[src/rtl/pe_fxp_param.sv]
// pe_fxp_param: weight-stationary fixed-point processing element for a systolic array.
//
// Computes psum_out = input * active_weight + psum_in in signed Qm.FRAC_BITS and
// forwards activation, valid, switch and weight-load signals one hop east/south.
// Weights are double-buffered: a background register loads while the foreground
// computes; a switch promotes the background weight to active.
//
// Build option:
//   PE_SATURATE_EN  defined   -> out-of-range results clamp, sticky overflow flag
//                   undefined -> results wrap to DATA_WIDTH bits, overflow tied to 0
//
// Ports:
//   clk, rst          clock, asynchronous active-high reset
//   pe_psum_in        partial sum from north
//   pe_weight_in      weight from north
//   pe_accept_w_in    load pe_weight_in into the background weight register
//   pe_input_in       activation from west
//   pe_valid_in       input/psum valid this cycle
//   pe_switch_in      promote background weight to active
//   pe_psum_out       registered MAC result to south
//   pe_weight_out     registered weight forwarded south (0 when not loading)
//   pe_accept_w_out   registered pe_accept_w_in
//   pe_input_out      registered activation to east (holds when not valid)
//   pe_valid_out      registered pe_valid_in
//   pe_switch_out     registered pe_switch_in
//   pe_overflow_out   sticky overflow flag
module pe_fxp_param #(
   parameter int DATA_WIDTH = 16,
   parameter int FRAC_BITS  = 8
) (
   input  logic                  clk,
   input  logic                  rst,
   input  logic [DATA_WIDTH-1:0] pe_psum_in,
   input  logic [DATA_WIDTH-1:0] pe_weight_in,
   input  logic                  pe_accept_w_in,
   input  logic [DATA_WIDTH-1:0] pe_input_in,
   input  logic                  pe_valid_in,
   input  logic                  pe_switch_in,
   output logic [DATA_WIDTH-1:0] pe_psum_out,
   output logic [DATA_WIDTH-1:0] pe_weight_out,
   output logic                  pe_accept_w_out,
   output logic [DATA_WIDTH-1:0] pe_input_out,
   output logic                  pe_valid_out,
   output logic                  pe_switch_out,
   output logic                  pe_overflow_out
);

   localparam int W = DATA_WIDTH;

   logic [W-1:0]   weight_active;
   logic [W-1:0]   weight_inactive;
   logic [W-1:0]   weight_eff;
   logic [2*W-1:0] input_ext;
   logic [2*W-1:0] weight_ext;
   logic [2*W-1:0] product;
   logic [2*W-1:0] scaled;
   logic [2*W:0]   sum;
   logic [W-1:0]   result;

   // A switch in the current cycle already uses the background weight.
   assign weight_eff = pe_switch_in ? weight_inactive : weight_active;

   // Sign-extend to 2W so an unsigned multiply yields the exact signed product.
   assign input_ext  = {{W{pe_input_in[W-1]}}, pe_input_in};
   assign weight_ext = {{W{weight_eff[W-1]}}, weight_eff};
   assign product    = input_ext * weight_ext;

   // Arithmetic shift truncates toward minus infinity.
   assign scaled = $signed(product) >>> FRAC_BITS;
   assign sum    = {scaled[2*W-1], scaled} + {{(W+1){pe_psum_in[W-1]}}, pe_psum_in};

`ifdef PE_SATURATE_EN
   logic ovf;
   logic overflow_q;

   // In range iff all bits from the sign position of a W-bit word upward agree.
   assign ovf = (sum[2*W:W-1] != '0) && (sum[2*W:W-1] != '1);

   always_comb begin
      result = sum[W-1:0];
      if (ovf) begin
         result = sum[2*W] ? {1'b1, {(W-1){1'b0}}} : {1'b0, {(W-1){1'b1}}};
      end
   end

   always_ff @(posedge clk or posedge rst) begin
      if (rst) begin
         overflow_q <= 1'b0;
      end else if (pe_valid_in && ovf) begin
         overflow_q <= 1'b1;
      end
   end

   assign pe_overflow_out = overflow_q;
`else
   assign result          = W'(sum);
   assign pe_overflow_out = 1'b0;
`endif

   always_ff @(posedge clk or posedge rst) begin
      if (rst) begin
         weight_active   <= '0;
         weight_inactive <= '0;
         pe_weight_out   <= '0;
         pe_psum_out     <= '0;
         pe_input_out    <= '0;
         pe_valid_out    <= 1'b0;
         pe_switch_out   <= 1'b0;
         pe_accept_w_out <= 1'b0;
      end else begin
         if (pe_switch_in) begin
            weight_active <= weight_inactive;
         end
         if (pe_accept_w_in) begin
            weight_inactive <= pe_weight_in;
            pe_weight_out   <= pe_weight_in;
         end else begin
            pe_weight_out   <= '0;
         end
         if (pe_valid_in) begin
            pe_psum_out  <= result;
            pe_input_out <= pe_input_in;
         end else begin
            pe_psum_out  <= '0;
         end
         pe_valid_out    <= pe_valid_in;
         pe_switch_out   <= pe_switch_in;
         pe_accept_w_out <= pe_accept_w_in;
      end
   end

endmodule

[config.mk]
export PLATFORM = sky130hd
export DESIGN_NAME = pe_fxp_param
export DESIGN_NICKNAME = d
export VERILOG_FILES = /design/src/rtl/pe_fxp_param.sv
export SDC_FILE = /design/constraint.sdc
export NUM_CORES = 1
export LEC_CHECK = 0
export ABC_AREA = 1
export BUFFER_PORTS_ARGS = -buffer_cell sky130_fd_sc_hd__buf_2
export CAP_MARGIN = 20
export CORE_MARGIN = 4
export CORE_UTILIZATION = 50
export CTS_BUF_LIST = sky130_fd_sc_hd__clkbuf_4
export DETAILED_ROUTE_END_ITERATION = 12
export GPL_TIMING_DRIVEN = 0
export PLACE_DENSITY = 0.65
export SLEW_MARGIN = 25
export SYNTH_ARGS = -nofsm -noshare
export SYNTH_HDL_FRONTEND = slang
export SYNTH_SLANG_ARGS = --single-unit
[constraint.sdc]
create_clock -name clk -period 7.9 [get_ports clk]
set_input_delay 2.37 -clock clk [delete_from_list [all_inputs] [get_ports clk]]
set_output_delay 2.37 -clock clk [all_outputs]
set_load 0.03 [all_outputs]
======== Word level (Yosys, flattened, before mapping) ========
Index checks and enable logic that the tools add are counted.
storage, ports and cells
  register bits ........................... 83
  bits in latches ......................... 0
  memory bits (writable) .................. 0
  memory bits (read-only) ................. 0
  input bits .............................. 53
  output and inout bits ................... 52
  memories kept ........................... 0
operators by class
  add/subtract/negate cells ............... 1
  multipliers ............................. 1
  div/mod/pow operators ................... 0
  order comparisons ....................... 0
  equal/unequal tests ..................... 0
  shifts and indexed selects .............. 0
  mux-type cells .......................... 3
  bitwise logic cells ..................... 0
  reduce and logical (&&, ||, !) cells .... 0
operators with widths
  kind            count
  $mux 16         3
  $mul 16x16->24  1
  $add 16x16->16  1

======== Logic depth before layout (Yosys ltp) ========
  depth after elaboration ................. 4
  depth in mapped cells ................... 41

======== Worst setup path before layout ========
Ideal clock, no wire load.
  path type ............................... input to register
  start ................................... input port pe_switch_in
  end ..................................... register pe_psum_out[11]
  setup time .............................. 119 ps
  arrival time ............................ 9,020 ps
  required time ........................... 7,781 ps
  path slack .............................. -1,239 ps
  stages on the path ...................... 35
  cells stage by stage .................... buf_6 buf_6 buf_2 o21ai_0 inv_1 clkbuf_1 nand2_1 fa_1 fa_1 fa_1 fa_1 inv_1 fa_1 inv_1 fa_1 inv_1 ha_1 a21oi_1 o21ai_0 a21oi_1 xnor2_1 ha_1 inv_1 o21bai_1 nor2_1 nand2_1 nand2_1 inv_1 nor2_1 o21bai_1 nand2_1 nand2_1 a21oi_1 or2_0 and2_1
on the way
  longest elaborated chain between the ends .. 4
RTL lines
  item                     RTL line  text
  start: declaration       38        input logic pe_switch_in,
  $mux 16                  --
  named net weight_eff[3]  52        logic [W-1:0] weight_eff;
  $mul 16x16->24           66        assign product = input_ext * weight_ext;
  $add 16x16->16           70        assign sum = {scaled[2*W-1], scaled} + {{(W+1){pe_psum_in[W-1]}}, pe_psum_in};
  $mux 16                  120       if (pe_valid_in) begin
  end signal: assignment   121       pe_psum_out <= result;
  end: declaration         39        output logic [DATA_WIDTH-1:0] pe_psum_out,
The timed path passes the listed nets, and every way through them passes these cells.
A chain may end at the register's enable or synchronous reset.

======== Worst setup path in the final report ========
  start ................................... input port pe_switch_in
  end ..................................... register pe_psum_out[15]
The elaborated chain is that of the path after synthesis.

==> flow_summary.ini <==
[place]
place.gp.congestion = 0.971
hpwlAfterDp_um = 24500
place_area_um2 = 12400
io_buffers = 95

[critical_path]
slowest_stage = fa_1
crit_type = in -> reg
regToRegSetupSlack_ns = 0.92
crit_family = adder cells
critPathLaunchType = input port
max_stage_delay_ns = 0.54
crit_top_cell = fa_1
critPathMaxFanout = 5
ff2ff_path_depth = 31
crit_buf_inv = 13
timing.rr.end = pe_psum_out[15]$_DFF_PP0_
critPathRequiredTime_ns = 8.28
worstPathArrival_ns = 9.07
endpoint_kind = flip-flop
regToRegStartpoint = weight_inactive[13]$_DFFE_PP0P_

[die]
die_width_um = 158
dieArea_um2 = 25100
start_util = 0.513
core_um2 = 22000
num_rows = 54
pin_count = 105
die_height_um = 158

[timing]
slew_headroom = 0.486
tightest_slew_ns = 0.771
drv_slew = 0
fin_crit_sh = 1.10
final-setup-viol-count = 11
hold_violations = 0
max_freq_mhz = 115
fin_worst_skew_ns = 0.0168
period_needed_ns = 8.70
fin_ws_ns = -0.798
rsz0062_at_grt = yes
hold_ws_ns = 0.501

[drt]
routed-wl-met2_um = 15000
top_layer = met4
drc = 0
ant_nets = 0
drtIter0Drc = 666
first_pass_iters = 5
vias = 9745
wl_met3_um = 2830
wirelength_um = 32200
wl_met1_um = 13200
vias_per_cell = 5.19
post_drt_wl_per_cell_um = 17.1

[synthesis]
ys_types = 42
async_reset_ff_frac = 1.00
synthTopCellsByArea = fa_1 (33%), dfrtp_1 (18%), inv_1 (12%)
synth-edff-count = 0
ys_warn_count = 0
syn_nets = 1723
synth_commonest_cells = inv_1 (360), nand2_1 (277), fa_1 (187)
yosysMostFrequentCell = inv_1
avgSynthCellArea_um2 = 8.08
syn-cell-area_um2 = 11300
ys_ff_latch = 83
synthDominantCellAreaShare = 0.332
synth_top_cell_by_area = fa_1
netlist_instances = 1398
ys.flop_type = dfrtp_1
yosysSeqAreaShare = 0.184

[global_routing]
grt_pass1_vias = 9791
grt-ovfl-total = 0
grt_pass1_wl_um = 50400
grt_max_degree = 67
antenna_found_initial = 1
track_usage = 0.264

[layout]
multi_input_comb_area_um2 = 8490
final_area_um2 = 14100
layout.nets = 1916
post-route-util = 0.640
regArea_um2 = 2080
fillerInstances = 1915
syn2layout_area_growth_pct = 24.8
drive_gt1_frac = 0.247

[run]
cap_violations = 0

[clocking]
clk_pin_slew_ns = 0.16
numCtsBuffers = 9
cts.sinks = 83
clockBufferDepth = 2
clk_latency_ns = 0.47
cts-htree-levels = 3
cts_tree = yes
root_buffer = clkbuf_4

[worst_hold_path]
whs_path_depth = 2
hp-start = pe_input_out[4]$_DFFE_PP0P_
hold_class = reg -> reg
min_delay_worst_endpoint = pe_input_out[4]$_DFFE_PP0P_

[run_status]
status = finished, violations left
violations = setup timing
==> registers in the layout, indices dropped and copies added (netlist names) <==
register,count
pe_valid_out,1
weight_active,16
pe_psum_out,16
pe_input_out,16
weight_inactive,16
pe_switch_out,1
pe_accept_w_out,1
pe_weight_out,16
==> cell families (layout without fill, tap and decap cells) <==
group                      after synthesis  count (layout)  share of synthesized area
adders and majority gates              272             272                      0.426
and+or+nand+nor                        494             494                      0.176
AOI/OAI and AO/OA                      127             127                     0.0653
DFF                                     83              83                      0.184
other                                    1               2                   0.000332
xor gates and xnor gates                16              16                     0.0124
buffers and inverters                  405             603                      0.137
==> placed cells by master (no fill, tap or decap), drive strengths merged, types with 2 or more instances in the layout <==
cell type,n
nand3,38
or2,2
o21bai,7
o211ai,2
o31ai,4
buf,190
clkinv,9
fa,187
nand2,284
nor4,4
clkinvlp,3
and2,2
inv,365
o21ai,60
ha,85
nor3,7
xor2,11
xnor2,5
nor2,153
clkbuf,36
dfrtp,83
nand2b,2
a21oi,48
o21a,2
o221ai,2
==> tightest hold or removal path: cells and delay by family, from the launching register on <==
kind / cells / cell delay [ns]
AND/OR/NAND/NOR: 1 / 0.05
flip-flops: 1 / 0.37
AO/OA/AOI/OAI: 1 / 0.06
==> through the flow <==
stage,TNS (ns),instances,setup slack (ns)
final,-5.12,1877,-0.798
after global placement,-15.94,1773,-1.83
after detailed placement,-16.42,1774,-1.85
after floorplan,-4.36,1398,-0.703
after global routing,-7.80,1877,-0.996
after CTS,-4.47,1847,-0.688
==> repair_timing <==
action,in CTS,in global routing
hold buffers,0,0
pin swaps,88,61
gates resized for setup,118,81
cloned,4,1
endpoints found under the setup margin,11,12
buffers inserted,60,29
==> cell type report <==
cell class / count / share of cell area
diodes: 1 / 0.000178
plain buffers: 34 / 0.0199
clock buffers: 9 / 0.00479
clock inverters: 7 / 0.00577
inverters: 370 / 0.102
multi-input cells: 910 / 0.602
flip-flops and latches: 83 / 0.147
well taps: 280 / 0.0249
repair buffers: 183 / 0.0937
==> per-layer routing <==
layer  up-vias  track usage
met5         -            0
met4         0       0.0987
met3        72       0.0454
met2       374        0.416
met1      4805        0.369
li1       4494            -
==> worst max path at each step <==
stage | end | start | cells past startpoint | slack (ns)
after detailed placement | pe_psum_out[14]$_DFF_PP0_ | pe_input_in[9] | 26 | -1.85
after global routing | pe_psum_out[14]$_DFF_PP0_ | pe_switch_in | 33 | -1.0
after CTS | pe_psum_out[14]$_DFF_PP0_ | pe_switch_in | 34 | -0.69
after global placement | pe_psum_out[14]$_DFF_PP0_ | pe_input_in[9] | 26 | -1.83
final | pe_psum_out[15]$_DFF_PP0_ | pe_switch_in | 39 | -0.80
after floorplan | pe_psum_out[11]$_DFF_PP0_ | pe_switch_in | 35 | -0.70
Power is not shown: default switching activity piles up to over one toggle a cycle in this logic, so the estimate is an artifact.
